### src/rtl/seven_seg_pkg.sv
// Shared constants for the seven-segment scanner: segment bit positions,
// scan states and the hex-to-segment decode table (active-high a..g).
package seven_seg_pkg;

    localparam int SEG_A = 0;
    localparam int SEG_B = 1;
    localparam int SEG_C = 2;
    localparam int SEG_D = 3;
    localparam int SEG_E = 4;
    localparam int SEG_F = 5;
    localparam int SEG_G = 6;
    localparam int SEG_COUNT = SEG_G - SEG_A + 1;

    typedef enum logic {
        ST_DEAD = 1'b0,
        ST_SHOW = 1'b1
    } scan_state_t;

    // Index 0 is the glyph for nibble 0; bit SEG_A is segment a.
    localparam logic [SEG_COUNT-1:0] HEX_SEG_TABLE [16] = '{
        7'h3F, 7'h06, 7'h5B, 7'h4F, 7'h66, 7'h6D, 7'h7D, 7'h07,
        7'h7F, 7'h6F, 7'h77, 7'h7C, 7'h39, 7'h5E, 7'h79, 7'h71
    };

    function automatic logic [SEG_COUNT-1:0] hex_seg(input logic [3:0] nibble);
        return HEX_SEG_TABLE[nibble];
    endfunction

endpackage

### src/rtl/hex_to_seg.sv
// Combinational hex nibble to active-high segment pattern.
module hex_to_seg
    import seven_seg_pkg::*;
(
    input  logic [3:0]           nibble,
    output logic [SEG_COUNT-1:0] seg
);

    // Plain table lookup; polarity is handled by the scanner.
    always_comb begin
        seg = hex_seg(nibble);
    end

endmodule

### src/rtl/seven_seg_scan.sv
// Four-digit multiplexed seven-segment scanner with tear-free display
// updates, anti-ghosting dead time and optional leading-zero blanking.
//
// state   | meaning
// --------+-----------------------------------------------------------
// ST_DEAD | start of a digit period, all digit enables off
// ST_SHOW | selected digit enabled, segments driven from display reg
module seven_seg_scan
    import seven_seg_pkg::*;
#(
    parameter int REFRESH_DIV = 50000,
    parameter int DEAD_CYCLES = 4,
    parameter int ACTIVE_LOW  = 1,
    parameter int LZ_BLANK    = 0
) (
    input  logic        clk,
    input  logic        p_async_reset,
    input  logic [15:0] value_i,
    input  logic        load_i,
    input  logic [3:0]  dp_i,
    input  logic        blank_i,
    output logic [6:0]  seg_o,
    output logic        dp_o,
    output logic [3:0]  digit_o,
    output logic        frame_o
);

    localparam int PW = (REFRESH_DIV > 1) ? $clog2(REFRESH_DIV) : 1;
    localparam logic [PW-1:0] TC_CNT   = PW'(REFRESH_DIV - 1);
    localparam logic [PW-1:0] DEAD_CNT = PW'(DEAD_CYCLES);
    localparam scan_state_t ST_START   = (DEAD_CYCLES == 0) ? ST_SHOW : ST_DEAD;

    if (REFRESH_DIV < DEAD_CYCLES + 2) begin : g_bad_refresh_div
        $error("seven_seg_scan: REFRESH_DIV must be at least DEAD_CYCLES+2");
    end

    logic [PW-1:0]  presc, presc_next;
    logic [1:0]     idx, idx_next;
    logic           tc, frame_evt;
    scan_state_t    state, state_next;

    logic [15:0]    disp_val, disp_val_next, pend_val;
    logic [3:0]     disp_dp, disp_dp_next, pend_dp;
    logic           pend_flag;

    logic [3:0]     nibble;
    logic [6:0]     seg_dec;
    logic [1:0]     hi_digit;
    logic           lz_off;

    logic [6:0]     seg_q;
    logic           dp_q;
    logic [3:0]     dig_q;
    logic           frame_q;

    // Prescaler wrap and digit index advance at terminal count.
    always_comb begin
        tc         = (presc == TC_CNT);
        presc_next = tc ? '0 : presc + 1'b1;
        idx_next   = tc ? idx + 2'd1 : idx;
        frame_evt  = tc && (idx == 2'd3);
    end

    // Scan FSM next state: dead time ends when the prescaler reaches DEAD_CNT.
    always_comb begin
        state_next = state;
        unique case (state)
            ST_DEAD: if (presc_next == DEAD_CNT) state_next = ST_SHOW;
            ST_SHOW: if (tc) state_next = ST_START;
            default: state_next = ST_START;
        endcase
    end

    // Scan state registers.
    always_ff @(posedge clk or posedge p_async_reset) begin
        if (p_async_reset) begin
            presc <= '0;
            idx   <= 2'd0;
            state <= ST_START;
        end else begin
            presc <= presc_next;
            idx   <= idx_next;
            state <= state_next;
        end
    end

    // Display register only changes at the frame boundary; a load landing
    // on the boundary itself bypasses pending so it is never a frame late.
    always_comb begin
        disp_val_next = disp_val;
        disp_dp_next  = disp_dp;
        if (frame_q) begin
            if (load_i) begin
                disp_val_next = value_i;
                disp_dp_next  = dp_i;
            end else if (pend_flag) begin
                disp_val_next = pend_val;
                disp_dp_next  = pend_dp;
            end
        end
    end

    // Pending and display registers.
    always_ff @(posedge clk or posedge p_async_reset) begin
        if (p_async_reset) begin
            disp_val  <= 16'h0000;
            disp_dp   <= 4'h0;
            pend_val  <= 16'h0000;
            pend_dp   <= 4'h0;
            pend_flag <= 1'b0;
        end else begin
            disp_val <= disp_val_next;
            disp_dp  <= disp_dp_next;
            if (frame_q) begin
                pend_flag <= 1'b0;
            end else if (load_i) begin
                pend_val  <= value_i;
                pend_dp   <= dp_i;
                pend_flag <= 1'b1;
            end
        end
    end

    // Digit selection and leading-zero detection on the value being shown.
    always_comb begin
        nibble   = disp_val_next[{idx, 2'b00} +: 4];
        hi_digit = 2'd0;
        for (int k = 1; k < 4; k++) begin
            if (disp_val_next[k*4 +: 4] != 4'h0) hi_digit = 2'(k);
        end
        lz_off = (LZ_BLANK != 0) && (idx > hi_digit);
    end

    hex_to_seg u_hex_to_seg (
        .nibble (nibble),
        .seg    (seg_dec)
    );

    // Output registers, active-high internally.
    always_ff @(posedge clk or posedge p_async_reset) begin
        if (p_async_reset) begin
            seg_q   <= 7'h00;
            dp_q    <= 1'b0;
            dig_q   <= 4'h0;
            frame_q <= 1'b0;
        end else begin
            frame_q <= frame_evt;
            if (state == ST_SHOW) begin
                dig_q <= 4'b0001 << idx;
                if (blank_i || lz_off) begin
                    seg_q <= 7'h00;
                    dp_q  <= 1'b0;
                end else begin
                    seg_q <= seg_dec;
                    dp_q  <= disp_dp_next[idx];
                end
            end else begin
                dig_q <= 4'h0;
                seg_q <= 7'h00;
                dp_q  <= 1'b0;
            end
        end
    end

    assign seg_o   = (ACTIVE_LOW != 0) ? ~seg_q : seg_q;
    assign dp_o    = (ACTIVE_LOW != 0) ? ~dp_q  : dp_q;
    assign digit_o = (ACTIVE_LOW != 0) ? ~dig_q : dig_q;
    assign frame_o = frame_q;

endmodule

### config.mk
export PLATFORM = sky130hd
export DESIGN_NAME = seven_seg_scan
export DESIGN_NICKNAME = d
export VERILOG_FILES = /design/src/rtl/seven_seg_pkg.sv /design/src/rtl/hex_to_seg.sv /design/src/rtl/seven_seg_scan.sv
export SDC_FILE = /design/constraint.sdc
export NUM_CORES = 1
export LEC_CHECK = 0
export CAP_MARGIN = 20
export CORE_ASPECT_RATIO = 0.9
export CORE_MARGIN = 4
export CORE_UTILIZATION = 57
export DETAILED_ROUTE_END_ITERATION = 8
export GPL_TIMING_DRIVEN = 0
export HOLD_SLACK_MARGIN = 0.02
export PLACE_DENSITY_LB_ADDON = 0.1
export SETUP_SLACK_MARGIN = 0.02
export SLEW_MARGIN = 30
export SYNTH_ARGS = -nofsm -noshare
export SYNTH_HDL_FRONTEND = slang
export SYNTH_HIERARCHICAL = 1
export SYNTH_SLANG_ARGS = --single-unit
### constraint.sdc
create_clock -name clk -period 3.3 [get_ports clk]
set_input_delay 0.99 -clock clk [delete_from_list [all_inputs] [get_ports clk]]
set_output_delay 0.99 -clock clk [all_outputs]
set_load 0.01 [all_outputs]
### Word-level counts from Yosys, hierarchy flattened

Memories as Yosys holds them, arrays and structs flattened.
Cells that the tools add are included.
Widths: inputs -> output; s select.

* multiplexer cells: 21
* add/subtract/negate cells: 2
* bitwise operators: 6
* reduce and logical (&&, ||, !) cells: 3
* magnitude comparators: 2
* equal/unequal tests: 3
* shift-type cells: 2

Operators with widths (number)
* $mux 16: 4
* $mux 7: 4
* $add 16x1->16 const B: 1
* $eq 16x16->1 const B: 1
* $eq 16x3->1 const B: 1
* $mux 4: 4
* $shiftx 16x5->4: 1
* $mux 1: 7
* $not 7->7: 1
* $ge 5x5->1 const B: 1
* $not 4->5: 1
* $not 4->4: 1
* $shl 1x2->4 const A: 1
* $lt 2x3->1 const B: 1
* $not 1->1: 3
* $add 2x1->2 const B: 1
* $bmux 1 s2: 1
* $eq 2x2->1 const B: 1
* $pmux 1 s2: 1
* $reduce_and 2->1: 1
* $reduce_bool 2->1: 1
* $logic_and 1x1->1: 1

* memories: 1
* register bits after elaboration: 73
* logic and storage cells: 52
* ROM bits: 112
* output and inout bits: 13
* input bits: 24

Memory list
* (name not given): depth 16, width 7, read ports 1, clocked after Yosys merged registers in 0, wr ports 0, line seven_seg_pkg.sv:26 `return HEX_SEG_TABLE[nibble];`

### Logic depth before layout (Yosys ltp)

Gate-level depths: netlist of run 1.

* depth in word-level cells: 10
* gate-level depth with buffers: 12
* depth with buffers taken out: 9

### Hierarchy

The synthesis of run 1 kept the hierarchy.

By module, submodules not included
* seven_seg_scan: times used 1, sequential area each 1826.8 sq um, area each 3357.0 sq um, cells each 278
* hex_to_seg: times used 1, sequential area each 0.0 sq um, area each 287.8 sq um, cells each 33

### Least setup slack after synthesis of run 1

Ideal clock, no wire load.

* kind: input to register
* start: input port load_i
* end: register seg_q[3]
* stages on the path: 12
* data required time: 3.181 ns
* arrival time: 3.441 ns
* path slack: -0.260 ns
* setup time: 0.119 ns
* path buffers: 3
* path through: clkbuf_1 > nor2b_1 > clkbuf_1 > buf_2 > a22o_1 > a22o_1 > mux4_2 > inv_1 > ha_1 > inv_1 > mux4_1 > and2_1

* longest elaborated chain between the ends: 9

RTL lines
* from (decl): line seven_seg_scan.sv:19 `input logic load_i,`
* $mux 16: line seven_seg_scan.sv:93 `if (load_i) begin`
* $mux 16: line seven_seg_scan.sv:92 `if (frame_q) begin`
* named net disp_val_next[13]: line seven_seg_scan.sv:42 `logic [15:0] disp_val, disp_val_next, pend_val;`
* $shiftx 16x5->4: line seven_seg_scan.sv:126 `nibble = disp_val_next[{idx, 2'b00} +: 4];`
* named net nibble[1]: line seven_seg_scan.sv:46 `logic [3:0] nibble;`
* $not 4->5 (implied by the code): line seven_seg_pkg.sv:26
* $mem_v2 16x7
* $mux 7 (implied by the code) (2 in series): line seven_seg_pkg.sv:26
* named net seg_dec[3]: line seven_seg_scan.sv:47 `logic [6:0] seg_dec;`
* $mux 7: line seven_seg_scan.sv:150 `if (blank_i || lz_off) begin`
* $mux 7: line seven_seg_scan.sv:148 `if (state == ST_SHOW) begin`
* to (signal assigned): line seven_seg_scan.sv:154 `seg_q <= seg_dec;`
* to (decl): line seven_seg_scan.sv:51 `logic [6:0] seg_q;`

The timed path passes the listed nets, and every way through them passes these cells. The select of a mux whose other input is x is not followed.
A chain may end at the register's enable or synchronous reset.

### Worst setup path in the final report of run 1

Same ends and word-level chain as after synthesis.

==> metrics.md, run 1 <==
| Metric | Value |
|---|---|
| Status | `complete, no violations` |
| Worst hold margin | `a little over 500 ps` |
| Die ar. | `0.00774 mm^2` |
| Int Pwr | `approximately 1.5 mW` |
| CP Buf/Inv Count | `4` |
| Via density per instance | `~5.6` |
| Most frequent cell after synthesis | `dfrtp_1` |
| Slowest cell on the critical path | `mux4_2` |
| Largest net degree at the start of global routing | `40` |
| Antenna violations before repair | `0` |
| Post-DP HPWL | `roughly 5100 um` |
| Clock Power Share | `42.6%` |
| # diodes | `0` |
| CP cell instances | `clkbuf_8 -> nor2b_1 -> clkbuf_4 -> buf_6 -> a22o_1 -> a22o_1 -> mux4_2 -> inv_4 -> ha_4 -> mux4_2 -> and2_1` |
| Reg area | `around 0.0018 mm^2` |
| Die Width | `92.3 um` |
| Clock-pin transition on the worst setup and hold timing paths | `80 ps` |
| Clock Tree Buf Depth | `2` |
| Multi-input logic area | `0.00166 mm^2` |
| Post-synth top cells | `dfrtp_1, a22o_1, mux2_2` |
| Peak VDD IR | `0.336 mV` |
| #FFs+latches synth | `73` |
| Root Buffer | `clkbuf_8` |
| Switch share | `a little over a fifth` |
| Synth top area share | `50.1%` |
| HP Class | `reg -> reg` |
| Nets | `between 300 and 400` |
| DRC errors left | `0` |
| Fmax | `0.318 GHz` |
| Global-route wire length before repair | `~12000 um` |
| Number of setup buffers added after CTS | `0` |
| Initial core utilization | `between 50% and 60%` |
| Async set-reset flop share out of synthesis | `100%` |
| I/O Buffers | `35` |
| Clock sink total | `73` |
| Total design power | `about 1.9 mW` |
| Vias in the first global route | `2529` |
| # fillers | `roughly 450` |
| Overflow after GRT | `0` |
| Worst setup SP type | `primary input` |
| Worst Max-Slew Pin Slew | `just under 600 ps` |
| Worst r2r src | `pend_flag$_DFFE_PP0P_` |
| Share of post-route cells with drive strength above 1 | `18.2%` |
| Cts bufs inserted | `9` |
| Drt pass-1 iters | `4` |
| Fin. max-slew vios | `0` |
| Mean post-synth cell area | `11.7 um^2` |
| Largest cells by area after synthesis | `dfrtp_1, a22o_1, mux2_2` |
| Psw | `about 0.4 mW` |
| Kind of cell adding the most delay to the critical path | `multiplexers` |
| Worst EP arrival | `3390 ps` |
| Worst hold start | `disp_val[10]$_DFF_PP0_` |
| I/O pin count | `37` |
| WS Path Type | `in -> reg` |
| Syn Nets | `about 350` |
| Combinational Power Share | `7.4%` |
| Cts hold-fix bufs | `0` |
| Source of the critical timing path | `load_i` |
| CTS tree | `yes` |
| Die Y | `83.9 um` |
| Yosys cell types | `43` |
| DRT Wirelength | `7250 um` |
| Syn-to-layout area delta | `20.7%` |
| DRT iter0 DRCs | `between 150 and 200` |
| Sequential share of power | `50.0%` |
| RSZ-0062 raised after global routing | `no` |
| GPL Wtd Cong | `around 0.87` |
| Mapped cell area | `0.00364 mm^2` |
| Power Density | `426 mW/mm^2` |
| Lkg Pwr | `1.92 nW` |
| Worst-path fanout max | `10` |
| Resize count post-CTS | `0` |
| Setup crit end kind | `register` |
| Routed len/inst | `around 16 um` |
| Post-Syn Instances | `just over 300` |
| Rel. slew slack | `between 60% and 70%` |
| Final ANT Viol Nets | `0` |
| CTS H-tree depth | `3` |
| Most used flip-flop cell after synthesis | `dfrtp_1` |
| Row count | `27` |
| Final Hold Fails | `0` |
| MaxCap Viol Count | `0` |
| YS warnings | `6` |
| Endpoints failing setup | `0` |
| Worst clock skew | `between 10 and 15 ps` |
| Worst skew pair latency | `350 ps` |
| Post-layout min period | `3140 ps` |
| CP Data Required Time | `~3600 ps` |
| Seq/Total Area, Yosys | `50.1%` |
| Total track usage | `20.2%` |
| Via count | `2541` |
| Core ar. | `0.00615 mm^2` |
| Area leader, netlist | `dfrtp_1` |
| Slowest stage delay, CP | `between 500 and 600 ps` |
| Number of enable flip-flop cells after synthesis | `0` |
| Core Util, Final | `just over 70%` |
| Ratio of final minimum period to clock period | `between 90% and 100%` |
-- cells by family after synthesis --
kind of cell | share of synthesized area (%)
buffers and inverters | 4.94
AO/OA/AOI/OAI | 13.1
multiplexers | 11.8
AND/OR/NAND/NOR | 12.5
XOR/XNOR | 3.12
adder cells (fa/ha/maj) | 4.46
flip-flops | 50.1
-- worst register-to-register path: cells and delay by family, from the launching register on --
kind / cells / cell delay, ps
adders and majority gates: 1 / 210
muxes: 2 / 1010
DFF: 1 / 410
and+or+nand+nor: 2 / 280
buffers and inverters: 3 / 470
AOI/OAI and AO/OA: 2 / 410
-- power by group through the flow --
stage | sequential, mW | combinational [mW] | clock [mW]
final | 0.935 | 0.139 | 0.798
after floorplan | 0.949 | 0.0814 | 0
after CTS | 0.935 | 0.141 | 0.816
after global routing | 0.939 | 0.152 | 0.860
after detailed placement | 0.952 | 0.140 | 0
after global placement | 0.951 | 0.134 | 0
-- routing by layer --
layer,vias to the layer above,share of wire [%],GRT usage (%)
met5,-,0,0
met4,0,2.2,6.61
met3,14,4.7,5.41
met2,80,47,30.7
met1,1234,46,28.4
li1,1213,-,-
-- metrics by stage --
step	area [um^2]	setup TNS, ps	setup slack (ps)	std cells
after floorplan	3690	-32.0	-32.0	311
after global placement	4150	-54430	-744	433
after detailed placement	4170	-452	-198	434
after CTS	4400	0	178	450
after global routing	4400	0	103	450
final	4400	0	158	450
-- sequential cells by signal (all words and copies together), names as in the netlist --
signal / flops
frame_o: 1
state: 1
dig_q: 4
seg_q: 7
pend_flag: 1
idx: 2
dp_q: 1
presc: 16
pend_val: 16
disp_dp: 4
disp_val: 16
pend_dp: 4
-- area by class of cell --
| class | instances | area share (%) |
|---|---|---|
| Tap cell | 87 | 2.47 |
| Clock buffer | 11 | 3.44 |
| Timing Repair Buffer | 36 | 8.42 |
| Multi-Input combinational cell | 196 | 37.7 |
| Clock inverter | 5 | 1.76 |
| Sequential cell | 73 | 41.5 |
| Inverter | 23 | 2.08 |
| Buffer | 19 | 2.59 |
-- worst paths after layout --
path	end	slack (ps)	depth (start not counted)
setup reg to reg	seg_q[3]$_DFF_PP0_	420	10
hold / removal	disp_val[10]$_DFF_PP0_	510	1
min in group asynchronous	pend_val[14]$_DFFE_PP0P_	1040	2
setup / recovery	seg_q[3]$_DFF_PP0_	160	11
hold reg to reg	disp_val[10]$_DFF_PP0_	510	1
max in group asynchronous	presc[15]$_DFF_PP0_	1710	3
-- cells in the final DEF, fill, tap and decap left out, types with 2 or more instances in the layout --
cell type and count:
a21o_1 2, a21oi_1 4, a22o_1 39, and2_1 13, buf_2 5, buf_6 3
bufinv_16 2, clkbuf_1 8, clkbuf_8 12, clkdlybuf4s50_1 35, clkinv_2 2, dfrtp_1 73
ha_1 11, ha_4 2, inv_1 19, inv_2 2, inv_4 2, mux2_2 24
mux2i_1 2, mux4_2 6, nand2_1 10, nand2b_1 3, nand3_1 8, nand3b_1 3
nand4_1 6, nor2_1 12, nor2b_1 4, nor3_1 9, nor4_1 3, o21ai_0 6
or3_1 2, xnor2_1 8, xor2_1 5
Power figures use the tool's default switching activity.
==> run 2, diff against run 1 <==
--- a/config.mk
+++ b/config.mk
@@ -5,11 +5,11 @@
 export SDC_FILE = /design/constraint.sdc
 export NUM_CORES = 1
 export LEC_CHECK = 0
-export CAP_MARGIN = 20
 export CORE_ASPECT_RATIO = 0.9
 export CORE_MARGIN = 4
-export CORE_UTILIZATION = 57
+export CORE_UTILIZATION = 63
 export DETAILED_ROUTE_END_ITERATION = 8
+export DONT_BUFFER_PORTS = 1
 export GPL_TIMING_DRIVEN = 0
 export HOLD_SLACK_MARGIN = 0.02
 export PLACE_DENSITY_LB_ADDON = 0.1
==> metrics.md, run 2 (synthesis gave the netlist of run 1 again) <==
| Metric | Value |
|---|---|
| Root Buffer | `clkbuf_8` |
| Ratio of final minimum period to clock period | `a little over nine tenths` |
| Clock Power Share | `39.8%` |
| Rel. slew slack | `61.3%` |
| DRT iter0 DRCs | `between 100 and 150` |
| DRT Wirelength | `7020 um` |
| R2R Setup Slk | `~390 ps` |
| Die ar. | `0.00707 mm^2` |
| CTS H-tree depth | `3` |
| Setup TNS | `0 ps` |
| Power Density | `431 mW/mm^2` |
| Initial core utilization | `64.8%` |
| Nets | `360` |
| Total track usage | `between 20% and 30%` |
| Clock Tree Buf Depth | `2` |
| DRC errors left | `0` |
| Worst setup SP type | `primary input` |
| Lkg Pwr | `1.76 nW` |
| Worst skew pair latency | `340 ps` |
| I/O Buffers | `0` |
| Antenna violations before repair | `0` |
| Core ar. | `0.00563 mm^2` |
| Peak VDD IR | `between 0.3 and 0.4 mV` |
| Biggest regs | `disp_val (16), pend_val (16), presc (16)` |
| Die Y | `80.2 um` |
| Largest net degree at the start of global routing | `40` |
| Int Pwr | `~1.3 mW` |
| Worst-path fanout max | `10` |
| GPL Wtd Cong | `0.847` |
| Commonest non-fill, non-tap cell in the layout | `dfrtp_1` |
| Worst EP arrival | `3410 ps` |
| Overflow after GRT | `0` |
| Fmax | `between 0.3 and 0.4 GHz` |
| Routed len/inst | `17.6 um` |
| Syn-to-layout area delta | `9.61%` |
| Combinational Power Share | `5.9%` |
| Drt pass-1 iters | `4` |
| Number of setup buffers added after CTS | `0` |
| Resize count post-CTS | `0` |
| Worst Max-Slew Pin Slew | `581 ps` |
| Die Width | `~90 um` |
| Setup crit end kind | `register` |
| RSZ-0062 raised after global routing | `no` |
| MaxCap Viol Count | `0` |
| CP Data Required Time | `3530 ps` |
| Psw | `0.383 mW` |
| Fin. max-slew vios | `0` |
| Post-DP HPWL | `5110 um` |
| Post-layout min period | `3180 ps` |
| Cts hold-fix bufs | `0` |
| Clock sink total | `73` |
| Switch share | `22.2%` |
| Clock-pin transition on the worst setup and hold timing paths | `about 70 ps` |
| Vias in the first global route | `around 2500` |
| Row count | `26` |
| # diodes | `0` |
| Via density per instance | `6.05` |
| Via count | `2408` |
| Sequential share of power | `54.3%` |
| CTS tree | `yes` |
| WS Path Type | `in -> reg` |
| Worst clock skew | `10.2 ps` |
| Final Hold Fails | `0` |
| Commonest cells after routing, fill and taps aside | `dfrtp_1, a22o_1, mux2_2, inv_1, and2_1` |
| Endpoints failing setup | `0` |
| Global-route wire length before repair | `approximately 12000 um` |
| Worst hold margin | `slightly above 500 ps` |
| Cell area after placement | `0.00380 mm^2` |
| Share of post-route cells with drive strength above 1 | `19.8%` |
| Final Cell Area | `0.00400 mm^2` |
| Final ANT Viol Nets | `0` |
| Status | `complete, no violations` |
| Cts bufs inserted | `9` |
| I/O pin count | `37` |
| HP Class | `reg -> reg` |
## run 2: final timing paths
kind | to | cells after the start | from
setup reg to reg | seg_q[3]$_DFF_PP0_ | 8 | frame_o$_DFF_PP0_
min in group asynchronous | dig_q[1]$_DFF_PP0_ | 1 | p_async_reset
hold reg to reg | pend_val[13]$_DFFE_PP0P_ | 1 | pend_val[13]$_DFFE_PP0P_
hold / removal | pend_val[13]$_DFFE_PP0P_ | 1 | pend_val[13]$_DFFE_PP0P_
setup / recovery | seg_q[3]$_DFF_PP0_ | 11 | load_i
max in group asynchronous | presc[9]$_DFF_PP0_ | 2 | p_async_reset
## run 2: power by group through the flow
stage | sequential [mW] | clock (mW) | combinational (mW)
after floorplan | 0.949 | 0 | 0.0814
after global placement | 0.951 | 0 | 0.0988
after detailed placement | 0.953 | 0 | 0.104
after CTS | 0.935 | 0.707 | 0.104
after global routing | 0.938 | 0.751 | 0.114
final | 0.935 | 0.685 | 0.101
## run 2: metrics by stage
step,power [mW],instances,utilization [%],setup WS [ps]
global route,1.80,398,71.0,62.7
finish,1.72,398,71.0,119
global placement,1.05,381,67.1,-296
floorplan,1.03,311,-,-32.0
CTS,1.75,398,71.0,148
detailed placement,1.06,382,67.5,-216
## run 2: metal layers
layer | part of all wire, % | track usage [%]
met1 | 45 | 32.1
met2 | 48 | 35.6
met3 | 5.8 | 5.85
met4 | 1.2 | 6.04
met5 | 0 | 0
## run 2: worst max-delay path: stages
cell	delay, ps
clkbuf_8	120
nor2b_1	40
clkbuf_4	180
buf_6	160
a22o_1	210
a22o_1	210
mux4_2	560
inv_2	140
ha_4	210
mux4_2	450
and2_1	140
## run 2: area by class of cell
class                      count  area (um^2)
timing repair buffer           1         20.0
multi-input combinational    196         1660
clock inverter                 5         55.1
tap                           70         87.6
fill                         403         1630
sequential                    73         1830
inverter                      23         91.3
buffer                        19          114
clock buffer                  11          141
==> run 3, diff against run 2 <==
--- a/config.mk
+++ b/config.mk
@@ -6,7 +6,7 @@
 export NUM_CORES = 1
 export LEC_CHECK = 0
 export CORE_ASPECT_RATIO = 0.9
-export CORE_MARGIN = 4
+export CORE_MARGIN = 2
 export CORE_UTILIZATION = 63
 export DETAILED_ROUTE_END_ITERATION = 8
 export DONT_BUFFER_PORTS = 1
==> metrics.md, run 3 (synthesis gave the netlist of run 1 again) <==
| Metric | Value |
|---|---|
| Rel. slew slack | `59.2%` |
| Clock-pin transition on the worst setup and hold timing paths | `70 ps` |
| Power Density | `431 mW/mm^2` |
| Peak VDD IR | `0.295 mV` |
| Syn-to-layout area delta | `9.41%` |
| Via density per instance | `6.01` |
| Worst-path fanout max | `10` |
| Lkg Pwr | `1.76 nW` |
| Post-layout min period | `3160 ps` |
| Uppermost layer routed | `met4` |
| Number of setup buffers added after CTS | `0` |
| Worst EP arrival | `3400 ps` |
| Initial core utilization | `64.8%` |
| Slowest stage delay, CP | `560 ps` |
| Row count | `26` |
| Endpoints failing setup | `0` |
| Root Buffer | `clkbuf_8` |
| Global-route wire length before repair | `11900 um` |
| CTS tree | `yes` |
| Die Y | `roughly 76 um` |
| Post-placement setup slack | `-224 ps` |
| Clock Tree Buf Depth | `2` |
| Commonest cells after routing, fill and taps aside | `dfrtp_1, a22o_1, mux2_2, inv_1, and2_1` |
| Die ar. | `roughly 0.0064 mm^2` |
| Biggest regs | `disp_val (16), pend_val (16), presc (16)` |
| Met2 wire length | `3150 um` |
| Vias in the first global route | `2478` |
| CTS H-tree depth | `3` |
| HP Class | `reg -> reg` |
| Worst skew pair latency | `between 300 and 400 ps` |
| Cts hold-fix bufs | `0` |
| Via count | `2390` |
| Nets | `360` |
| Final Hold Fails | `0` |
| Fmax | `0.317 GHz` |
| Post-DP HPWL | `~5000 um` |
| DRC errors left | `0` |
| Setup crit end kind | `register` |
| Metal-1 WL | `3240 um` |
| Final Cell Area | `0.00399 mm^2` |
| Worst clock skew | `about 6.1 ps` |
| I/O Buffers | `0` |
| Core Util, Final | `a little under three quarters` |
| Overflow after GRT | `0` |
| Worst setup margin | `141 ps` |
| Antenna violations before repair | `0` |
| Ratio of final minimum period to clock period | `95.7%` |
| Status | `complete, no violations` |
| Commonest non-fill, non-tap cell in the layout | `dfrtp_1` |
| # diodes | `0` |
| CP cell instances | `clkbuf_8 -> nor2b_1 -> clkbuf_4 -> buf_6 -> a22o_1 -> a22o_1 -> mux4_2 -> inv_2 -> ha_4 -> mux4_2 -> and2_1` |
| Cell area after placement | `approximately 0.0038 mm^2` |
| R2R depth | `8` |
| Fin. max-slew vios | `0` |
| CP Data Required Time | `3540 ps` |
| Routed len/inst | `approximately 17 um` |
| Worst hold margin | `505 ps` |
| Total track usage | `24.0%` |
| Clock sink total | `73` |
| WS Path Type | `in -> reg` |
| MaxCap Viol Count | `0` |
| Share of post-route cells with drive strength above 1 | `19.2%` |
| Worst Max-Slew Pin Slew | `613 ps` |
| Die Width | `84.2 um` |
| RSZ-0062 raised after global routing | `no` |
| DRT Wirelength | `approximately 7000 um` |
| Worst setup SP type | `primary input` |
| Resize count post-CTS | `0` |
| Slowest cell on the critical path | `mux4_2` |
| Setup TNS | `0 ps` |
| Hold Path Cell Cnt | `1` |
| Drt pass-1 iters | `4` |
| I/O pin count | `37` |
| Core ar. | `0.00563 mm^2` |
| Final ANT Viol Nets | `0` |
| Largest net degree at the start of global routing | `39` |
| Metal3 WL | `slightly below 400 um` |
| DRT iter0 DRCs | `116` |
| GPL Wtd Cong | `around 0.84` |
| Cts bufs inserted | `9` |
## run 3: cell types whose count changed in the layout (fill, tap and decap cells not counted)
| cell | before | now |
|---|---|---|
| clkbuf_1 | 9 | 11 |
| clkinvlp_4 | 2 | 0 |
## run 3: critical path, delay by kind of cell
family	cells	cell delay, ps
buffers and inverters	4	590
multiplexers	2	1010
AND/OR/NAND/NOR	2	190
adder cells (fa/ha/maj)	1	210
AO/OA/AOI/OAI	2	400
## run 3: area by class of cell
| class | instances | area (um^2) |
|---|---|---|
| clock buffer | 13 | 149 |
| sequential | 73 | 1830 |
| multi-input combinational | 196 | 1660 |
| timing repair buffer | 1 | 20.0 |
| inverter | 23 | 91.3 |
| buffer | 19 | 114 |
| fill | 404 | 1640 |
| tap | 70 | 87.6 |
| clock inverter | 3 | 40.0 |
## run 3: final timing paths
| kind | from | endpoint | slack [ps] |
|---|---|---|---|
| worst max-delay path | load_i | seg_q[3]$_DFF_PP0_ | 140 |
| worst min-delay path | disp_dp[0]$_DFF_PP0_ | disp_dp[0]$_DFF_PP0_ | 500 |
| worst max register to register | frame_o$_DFF_PP0_ | seg_q[3]$_DFF_PP0_ | 370 |
| worst min register to register | disp_dp[0]$_DFF_PP0_ | disp_dp[0]$_DFF_PP0_ | 500 |
| max in group asynchronous | p_async_reset | disp_val[14]$_DFF_PP0_ | 2240 |
| min in group asynchronous | p_async_reset | disp_dp[0]$_DFF_PP0_ | 520 |
## run 3: report_power, final
part	switching, mW	internal (mW)	leakage, nW	total, mW
sequential	0.0123	0.923	0.931	0.935
clock	0.312	0.368	0.0974	0.681
combinational	0.0517	0.0494	0.732	0.101
## run 3: layer usage
metal	vias to the layer above	GRT usage, %
li1	1141	-
met1	1178	33.6
met2	59	35.8
met3	12	7.48
met4	0	8.39
met5	-	0
## run 3: metrics by stage
stage	power, mW	instances
global placement	1.05	381
floorplan	1.03	311
finish	1.72	398
global route	1.78	398
CTS	1.74	398
detailed placement	1.06	382
